File: config.mk
export PLATFORM = sky130hd
export DESIGN_NAME = irrevocable_rr_arbiter
export DESIGN_NICKNAME = d
export VERILOG_FILES = /design/src/rtl/irrevocable_arb_pkg.sv /design/src/rtl/rr_priority_pick.sv /design/src/rtl/irrevocable_rr_arbiter.sv
export SDC_FILE = /design/constraint.sdc
export NUM_CORES = 1
export LEC_CHECK = 0
export CAP_MARGIN = 20
export CORE_MARGIN = 2
export CORE_UTILIZATION = 35
export DETAILED_ROUTE_END_ITERATION = 12
export PLACE_DENSITY = 0.76
export SLEW_MARGIN = 40
export SYNTH_ARGS = -nofsm -noshare
export SYNTH_HDL_FRONTEND = slang
export SYNTH_SLANG_ARGS = --single-unit
File: constraint.sdc
create_clock -name io_clock -period 1.8 [get_ports io_clock]
set_input_delay 0.36 -clock io_clock [delete_from_list [all_inputs] [get_ports io_clock]]
set_output_delay 0.36 -clock io_clock [all_outputs]
set_load 0.01 [all_outputs]
File: src/rtl/irrevocable_arb_pkg.sv
// Shared types and helpers for the irrevocable round-robin arbiter.
package irrevocable_arb_pkg;

    typedef enum logic {
        ARB_IDLE   = 1'b0,
        ARB_LOCKED = 1'b1
    } arb_state_t;

    function automatic int next_rr_index(input int idx, input int num_req);
        return (idx >= num_req - 1) ? 0 : idx + 1;
    endfunction

endpackage

File: src/rtl/rr_priority_pick.sv
// Combinational round-robin pick: first requester after i_last_grant, wrapping modulo NUM_REQ.
module rr_priority_pick
    import irrevocable_arb_pkg::*;
#(
    parameter int NUM_REQ  = 4,
    parameter int ID_WIDTH = $clog2(NUM_REQ)
) (
    input  logic [NUM_REQ-1:0]  i_req,
    input  logic [ID_WIDTH-1:0] i_last_grant,
    output logic                o_found,
    output logic [ID_WIDTH-1:0] o_grant
);

    always_comb begin
        int idx;
        o_found = 1'b0;
        o_grant = '0;
        idx     = int'(i_last_grant);
        // Scan last+1, last+2, ... so the previous winner is considered last.
        for (int k = 0; k < NUM_REQ; k++) begin
            idx = next_rr_index(idx, NUM_REQ);
            if (!o_found && (|(i_req & (NUM_REQ'(1) << idx)))) begin
                o_found = 1'b1;
                o_grant = ID_WIDTH'(idx);
            end
        end
    end

endmodule

File: src/rtl/irrevocable_rr_arbiter.sv
// Round-robin arbiter with packet lock feeding one irrevocable valid/ready channel
// through a single registered output stage.
module irrevocable_rr_arbiter
    import irrevocable_arb_pkg::*;
#(
    parameter  int NUM_REQ    = 4,
    parameter  int DATA_WIDTH = 8,
    localparam int ID_WIDTH   = $clog2(NUM_REQ)
) (
    input  logic                          io_clock,
    input  logic                          io_reset_n,
    input  logic [NUM_REQ-1:0]            io_in_valid,
    output logic [NUM_REQ-1:0]            io_in_ready,
    input  logic [NUM_REQ*DATA_WIDTH-1:0] io_in_bits,
    input  logic [NUM_REQ-1:0]            io_in_last,
    output logic                          io_out_valid,
    input  logic                          io_out_ready,
    output logic [DATA_WIDTH-1:0]         io_out_bits,
    output logic                          io_out_last,
    output logic [ID_WIDTH-1:0]           io_out_id,
    output logic                          io_busy
);

    arb_state_t              r_state;
    arb_state_t              w_state_nxt;
    logic [ID_WIDTH-1:0]     r_grant;
    logic                    r_out_valid;
    logic [DATA_WIDTH-1:0]   r_out_bits;
    logic                    r_out_last;
    logic [ID_WIDTH-1:0]     r_out_id;

    logic                    w_found;
    logic [ID_WIDTH-1:0]     w_pick;
    logic                    w_do_grant;
    logic [NUM_REQ-1:0]      w_grant_oh;
    logic                    w_sel_valid;
    logic                    w_sel_last;
    logic [DATA_WIDTH-1:0]   w_sel_bits;
    logic                    w_out_space;
    logic                    w_in_fire;

    rr_priority_pick #(
        .NUM_REQ  (NUM_REQ),
        .ID_WIDTH (ID_WIDTH)
    ) u_pick (
        .i_req        (io_in_valid),
        .i_last_grant (r_grant),
        .o_found      (w_found),
        .o_grant      (w_pick)
    );

    // r_grant doubles as the owner of the channel while LOCKED.
    assign w_grant_oh  = NUM_REQ'(1) << r_grant;
    assign w_sel_valid = |(io_in_valid & w_grant_oh);
    assign w_sel_last  = |(io_in_last & w_grant_oh);
    assign w_out_space = !r_out_valid || io_out_ready;

    always_comb begin
        w_sel_bits = '0;
        for (int i = 0; i < NUM_REQ; i++) begin
            if (w_grant_oh[i]) begin
                w_sel_bits = io_in_bits[i*DATA_WIDTH +: DATA_WIDTH];
            end
        end
    end

    always_comb begin
        w_state_nxt = r_state;
        io_in_ready = '0;
        w_in_fire   = 1'b0;
        w_do_grant  = 1'b0;
        case (r_state)
            ARB_IDLE: begin
                if (w_found) begin
                    w_do_grant  = 1'b1;
                    w_state_nxt = ARB_LOCKED;
                end
            end
            ARB_LOCKED: begin
                io_in_ready = w_out_space ? w_grant_oh : '0;
                w_in_fire   = w_sel_valid && w_out_space;
                if (w_in_fire && w_sel_last) begin
                    w_state_nxt = ARB_IDLE;
                end
            end
            default: w_state_nxt = ARB_IDLE;
        endcase
    end

    always_ff @(posedge io_clock) begin
        if (!io_reset_n) begin
            r_state     <= ARB_IDLE;
            r_grant     <= ID_WIDTH'(NUM_REQ - 1);
            r_out_valid <= 1'b0;
            r_out_bits  <= '0;
            r_out_last  <= 1'b0;
            r_out_id    <= '0;
        end else begin
            r_state <= w_state_nxt;
            if (w_do_grant) begin
                r_grant <= w_pick;
            end
            // A new beat may replace the one leaving in the same cycle.
            if (w_in_fire) begin
                r_out_valid <= 1'b1;
                r_out_bits  <= w_sel_bits;
                r_out_last  <= w_sel_last;
                r_out_id    <= r_grant;
            end else if (io_out_ready) begin
                r_out_valid <= 1'b0;
            end
        end
    end

    assign io_out_valid = r_out_valid;
    assign io_out_bits  = r_out_bits;
    assign io_out_last  = r_out_last;
    assign io_out_id    = r_out_id;
    assign io_busy      = (r_state == ARB_LOCKED) || r_out_valid;

endmodule

Word level (Yosys, flattened, before mapping)
Cells that the tools add are included.

operators by class
  magnitude comparators = 4
  bitwise gates (word level) = 7
  add/sub/neg operators = 4
  multiplexer cells = 25
  reduce and logical (&&, ||, !) cells = 18
  shifts and indexed selects = 5

operators with widths
  operator               count
  $mux 32                4
  $shl 1x32->4 const A   4
  $add 32x2->32 const B  3
  $ge 32x3->1 const B    3
  $mux 8                 4
  $and 4x4->4            6
  $reduce_or 4->1        6
  $mux 1                 10
  $mux 2                 4
  $mux 4                 2
  $logic_and 1x1->1      5
  $logic_not 1->1        4
  $shl 1x2->4 const A    1
  $add 2x1->3 const B    1
  $ge 2x2->1 const B     1
  $logic_or 1x1->1       2
  $pmux 1 s2             1
  $reduce_bool 2->1      1
  $not 1->1              1

storage, ports and cells
  register bits after elaboration = 15
  logic and storage cells = 69
  output and inout port bits = 17
  input port bits = 43

Logic depth before layout (Yosys ltp)
Gate-level depths: netlist of run 1.

  depth in word-level cells = 17
  depth in mapped cells = 9
  mapped depth without buffers = 7

Modules after synthesis
A second synthesis of run 1 with hierarchy kept.

unflattened totals
  cells, all modules = 134
  area total of the unflattened synthesis = 1267.5 um^2

by module, submodules not included
  module                  area each (um^2)  sequential area each (um^2)  times used  cells an instance
  irrevocable_rr_arbiter  977.2             300.3                        1           99
  rr_priority_pick        290.3             0.0                          1           35

Worst setup path after synthesis of run 1
OpenSTA, ideal clock, no wires.

  kind = register to register
  from = register r_grant[0]
  to = register r_out_bits[2], in the netlist io_out_bits[2]
  path buffers = 2
  required time = 1682 ps
  stages on the path, launching flop included = 10
  period minus slack after synthesis = 1842 ps
  arrival time = 1724 ps
  path slack = -42 ps
  setup time = 118 ps
  path through = dfxtp_1 > inv_1 > ha_1 > a22o_1 > a221o_1 > and2_4 > buf_6 > buf_8 > o21ai_2 > a21oi_2

between the ends
  cells in the longest elaborated chain, start to end = 5
  elaborated cells between the ends (all ways) = 9
  classes of those cells = 1 x shift; 5 x mux; 1 x bitwise; 2 x reduce/logical

ends and longest elaborated chain
  item                                         line                                                        RTL
  start: declaration                           irrevocable_rr_arbiter.sv:26                                logic [ID_WIDTH-1:0] r_grant;
  start signal: assignment                     irrevocable_rr_arbiter.sv:93                                r_grant <= ID_WIDTH'(NUM_REQ - 1);
  start signal: assignment                     irrevocable_rr_arbiter.sv:101                               r_grant <= w_pick;
  $shl 1x2->4 (*)                              irrevocable_rr_arbiter.sv:53                                assign w_grant_oh = NUM_REQ'(1) << r_grant;
  $mux 8 or $and 4x4->4 (tied branches)        irrevocable_rr_arbiter.sv:61, irrevocable_rr_arbiter.sv:54
  $mux 8 or $reduce_or 4->1 (tied branches)    irrevocable_rr_arbiter.sv:61, irrevocable_rr_arbiter.sv:54
  $mux 8 or $logic_and 1x1->1 (tied branches)  irrevocable_rr_arbiter.sv:61, irrevocable_rr_arbiter.sv:81
  $mux 8 or $mux 1 (tied branches)             irrevocable_rr_arbiter.sv:61, irrevocable_rr_arbiter.sv:72
  end signal: assignment                       irrevocable_rr_arbiter.sv:106                               r_out_bits <= w_sel_bits;
  end: declaration                             irrevocable_rr_arbiter.sv:28                                logic [DATA_WIDTH-1:0] r_out_bits;

Every way passes the cells marked *; elsewhere a longest branch is shown, timed or not.
A chain may end at the register's enable or synchronous reset.

Worst setup path after layout of run 1
  from = register r_grant[1]
  to = register r_grant[1]

between the ends
  cells in the longest elaborated chain, start to end = 17
  elaborated cells between the ends (all ways) = 40
  classes of those cells = 4 x add/sub; 4 x order compare; 4 x shift; 14 x mux; 4 x bitwise; 10 x reduce/logical

ends and longest elaborated chain
  item                                                    line                       RTL
  $add 2x1->3 or $ge 2x2->1 (tied branches)               irrevocable_arb_pkg.sv:10  return (idx >= num_req - 1) ? 0 : idx + 1;
  $mux 32 (*)                                             irrevocable_arb_pkg.sv:10
  branches (longest 15 deep; another with $add 32x2->32)  --

Every way passes the cells marked *.

==> results.json, run 1 <==
{
  "fmaxAchievable_mhz": 561,
  "yosysSeqAreaShare_pct": 26.8,
  "root_buffer": "clkbuf_4",
  "grt_pass1_vias": 1319,
  "total_leakage_power_nw": 0.805,
  "yosys.area_share.simple_pct": 25.2,
  "startpoint_type": "flop",
  "synth_edf_count": 0,
  "p_int_mw": 1.63,
  "syn_area_um2": 1120,
  "ctsHoldBuffers": 0,
  "antenna_cells": 0,
  "crit_fanout": 10,
  "cts_buffer_depth": 2,
  "status": "finished, final reports clean",
  "utilization_pct": 67.1,
  "hold_violations": 0,
  "rsz0062_at_grt": "yes",
  "synth.most_common_cell": "nor2b_1",
  "drive_above_1_share_pct": 27.8,
  "cts_tree": "yes",
  "synth.distinct_cells": 34,
  "setup_violations": 0,
  "area_growth_pct": 82.5,
  "synthTopCellsByArea": "dfxtp_1 27%, nor2b_1 9.5%, a221oi_1 7.0%",
  "worst_pin_slew_ns": 0.301,
  "io_buffers": 59,
  "p_sw_mw": 1.23,
  "yosysWarningCount": 0,
  "io_pins": 60,
  "firstDrtPassIters": 4,
  "synth_top_area_cell": "dfxtp_1",
  "fin_crit_sh_pct": 99.0,
  "drv_slew": 0,
  "syn_avg_cell_area_um2": 7.85,
  "gr-total-overflow": 0,
  "start_util_pct": 36.8,
  "end_kind": "flop",
  "seqPwrFrac_pct": 19.6,
  "synth_top_family_by_area": "compound AO/OA/AOI/OAI gates",
  "crit_type": "flop to flop",
  "totalWireLength_um": 3870,
  "clk_latency_ns": 0.27,
  "holdWs_ns": 0.462,
  "worstHoldPathType": "flop to flop",
  "drt-initial-drc-count": 37,
  "grt_pass1_wl_um": 6000,
  "fin_crit_ns": 1.78,
  "relSlewSlack_pct": 79.9,
  "p_per_area_nw_per_um2": 1390,
  "synth_fa_ha_area_share_pct": 4.46,
  "ir_drop_mv": 0.579,
  "syn_inst": 143,
  "arrival_ns": 1.94,
  "synthMuxAreaShare_pct": 0.892,
  "die_h_um": 60.6,
  "synth_top_cells_by_count": "17 x nor2b_1, 15 x dfxtp_1, 14 x a21oi_1",
  "synth_top_area_share_pct": 26.8,
  "grtUsageTotal_pct": 21.9,
  "hpwl_um": 2870,
  "p_clk_share_pct": 6.5,
  "p_comb_share_pct": 73.9,
  "synth_compound_area_share_pct": 36.2,
  "rows": 20,
  "drtAntennaViolNets": 0,
  "ys_seq_elements": 15,
  "fillers": 274,
  "gp_congestion": 0.874,
  "via_per_inst": 5.26,
  "drc": 0,
  "die_w_um": 60.6,
  "swShare_pct": 43.1,
  "synth_top_flop_cell": "dfxtp_1",
  "dieArea_um2": 3680,
  "antenna_found_initial": 0,
  "synthXorXnorAreaFrac_pct": 0,
  "core_area_um2": 3050,
  "cts_sinks": 15,
  "htree_levels": 1,
  "fin_worst_skew_ns": 0.00710,
  "cts_made_buffers": 3,
  "cap_violations": 0,
  "vias": 1404,
  "async_flop_share_pct": 0,
  "wire_per_inst_um": 14.5,
  "worstPathRequired_ns": 1.96,
  "synth_nets": 190,
  "grt_max_degree": 19,
  "nets": 271,
  "path_clk_slew_ns": 0.08,
  "total_power_mw": 2.86
}
layout make-up:
| type | instances | area (um2) | area share, % |
|---|---|---|---|
| inverter | 3 | 13.8 | 0.672 |
| clock inverter | 1 | 5.00 | 0.244 |
| clock buffer | 3 | 22.5 | 1.10 |
| timing repair buffer | 84 | 769 | 37.6 |
| sequential | 15 | 307 | 15.0 |
| tap | 44 | 55.1 | 2.69 |
| multi-input combinational | 117 | 876 | 42.8 |
state kept, by name, indices dropped and copies added, names as in the netlist:
signal,count
io_out_last,1
r_state,1
r_grant,2
io_out_id,2
io_out_valid,1
io_out_bits,8
layer usage:
| layer | GRT usage (%) | share of wire (%) | vias up |
|---|---|---|---|
| met5 | 0 | 0 | - |
| met4 | 8.07 | 1.7 | 0 |
| met3 | 1.49 | 4.8 | 6 |
| met2 | 37.5 | 50 | 42 |
| met1 | 28.8 | 43 | 658 |
| li1 | - | - | 698 |
critical path, cell delays in order (launching register included):
cell and delay, ns:
dfxtp_2 0.36, inv_2 0.07, ha_4 0.18, buf_4 0.17, a22oi_2 0.18, nand2_2 0.12
a211o_1 0.31, a211oi_2 0.18, mux2i_1 0.09
cells in the final DEF, fill, tap and decap left out, types with 4 or more instances in the layout:
master            n
o21ai_1           4
a22oi_1           4
a21boi_0          4
o21ai_2           4
nand2_1           9
nor3_1            8
and3_1            5
dfxtp_1          12
a221oi_1          9
nor2b_1          17
ha_4              4
buf_4            25
a22oi_2           4
clkdlybuf4s50_1  54
a21oi_1          13
what timing repair did:
item	in CTS	in global routing
setup endpoints to repair	10	17
pin swaps	4	4
cloned	0	2
gates resized for setup	24	20
buffers inserted	2	3
per-stage QoR:
| step | setup TNS, ns | area (um2) | instances | worst slack [ns] |
|---|---|---|---|---|
| 2_1_floorplan | 0 | 1120 | 143 | 0.0110 |
| 3_3_place_gp | -2.17 | 1860 | 256 | -0.276 |
| 3_5_place_dp | -2.68 | 1860 | 256 | -0.299 |
| 4_1_cts | -0.0588 | 1970 | 262 | -0.0588 |
| 5_1_grt | -0.0668 | 2050 | 267 | -0.0568 |
| 6_report | 0 | 2050 | 267 | 0.0185 |
power by group through the flow:
stage / Sequential [mW] / Combinational (mW) / Clock (mW)
2_1_floorplan: 0.570 / 1.04 / 0
3_3_place_gp: 0.534 / 1.73 / 0
3_5_place_dp: 0.541 / 1.77 / 0
4_1_cts: 0.562 / 1.91 / 0.192
5_1_grt: 0.570 / 2.29 / 0.204
6_report: 0.561 / 2.11 / 0.185
worst paths after layout:
path | slack (ns) | cells after the start | startpoint | endpoint
max | 0.02 | 8 | r_grant[1] | r_grant[1]
min | 0.46 | 2 | io_out_last | io_out_last
max reg2reg | 0.02 | 8 | r_grant[1] | r_grant[1]
min reg2reg | 0.46 | 2 | io_out_last | io_out_last
kinds of logic (layout without fill, tap and decap cells):
kind of cell	Yosys count	count (layout)
compound gates	58	58
simple gates	52	54
flops	15	15
buf+inv	13	91
fa+ha+maj	4	4
mux	1	1
No activity file was read; power rests on OpenSTA's default activity.
==> inputs of run 2 (changes only) <==
Settings changed: SLEW_MARGIN 40 to 0.
==> results of run 2 <==
Final layout, timing and power as in run 1 (identical DEF).
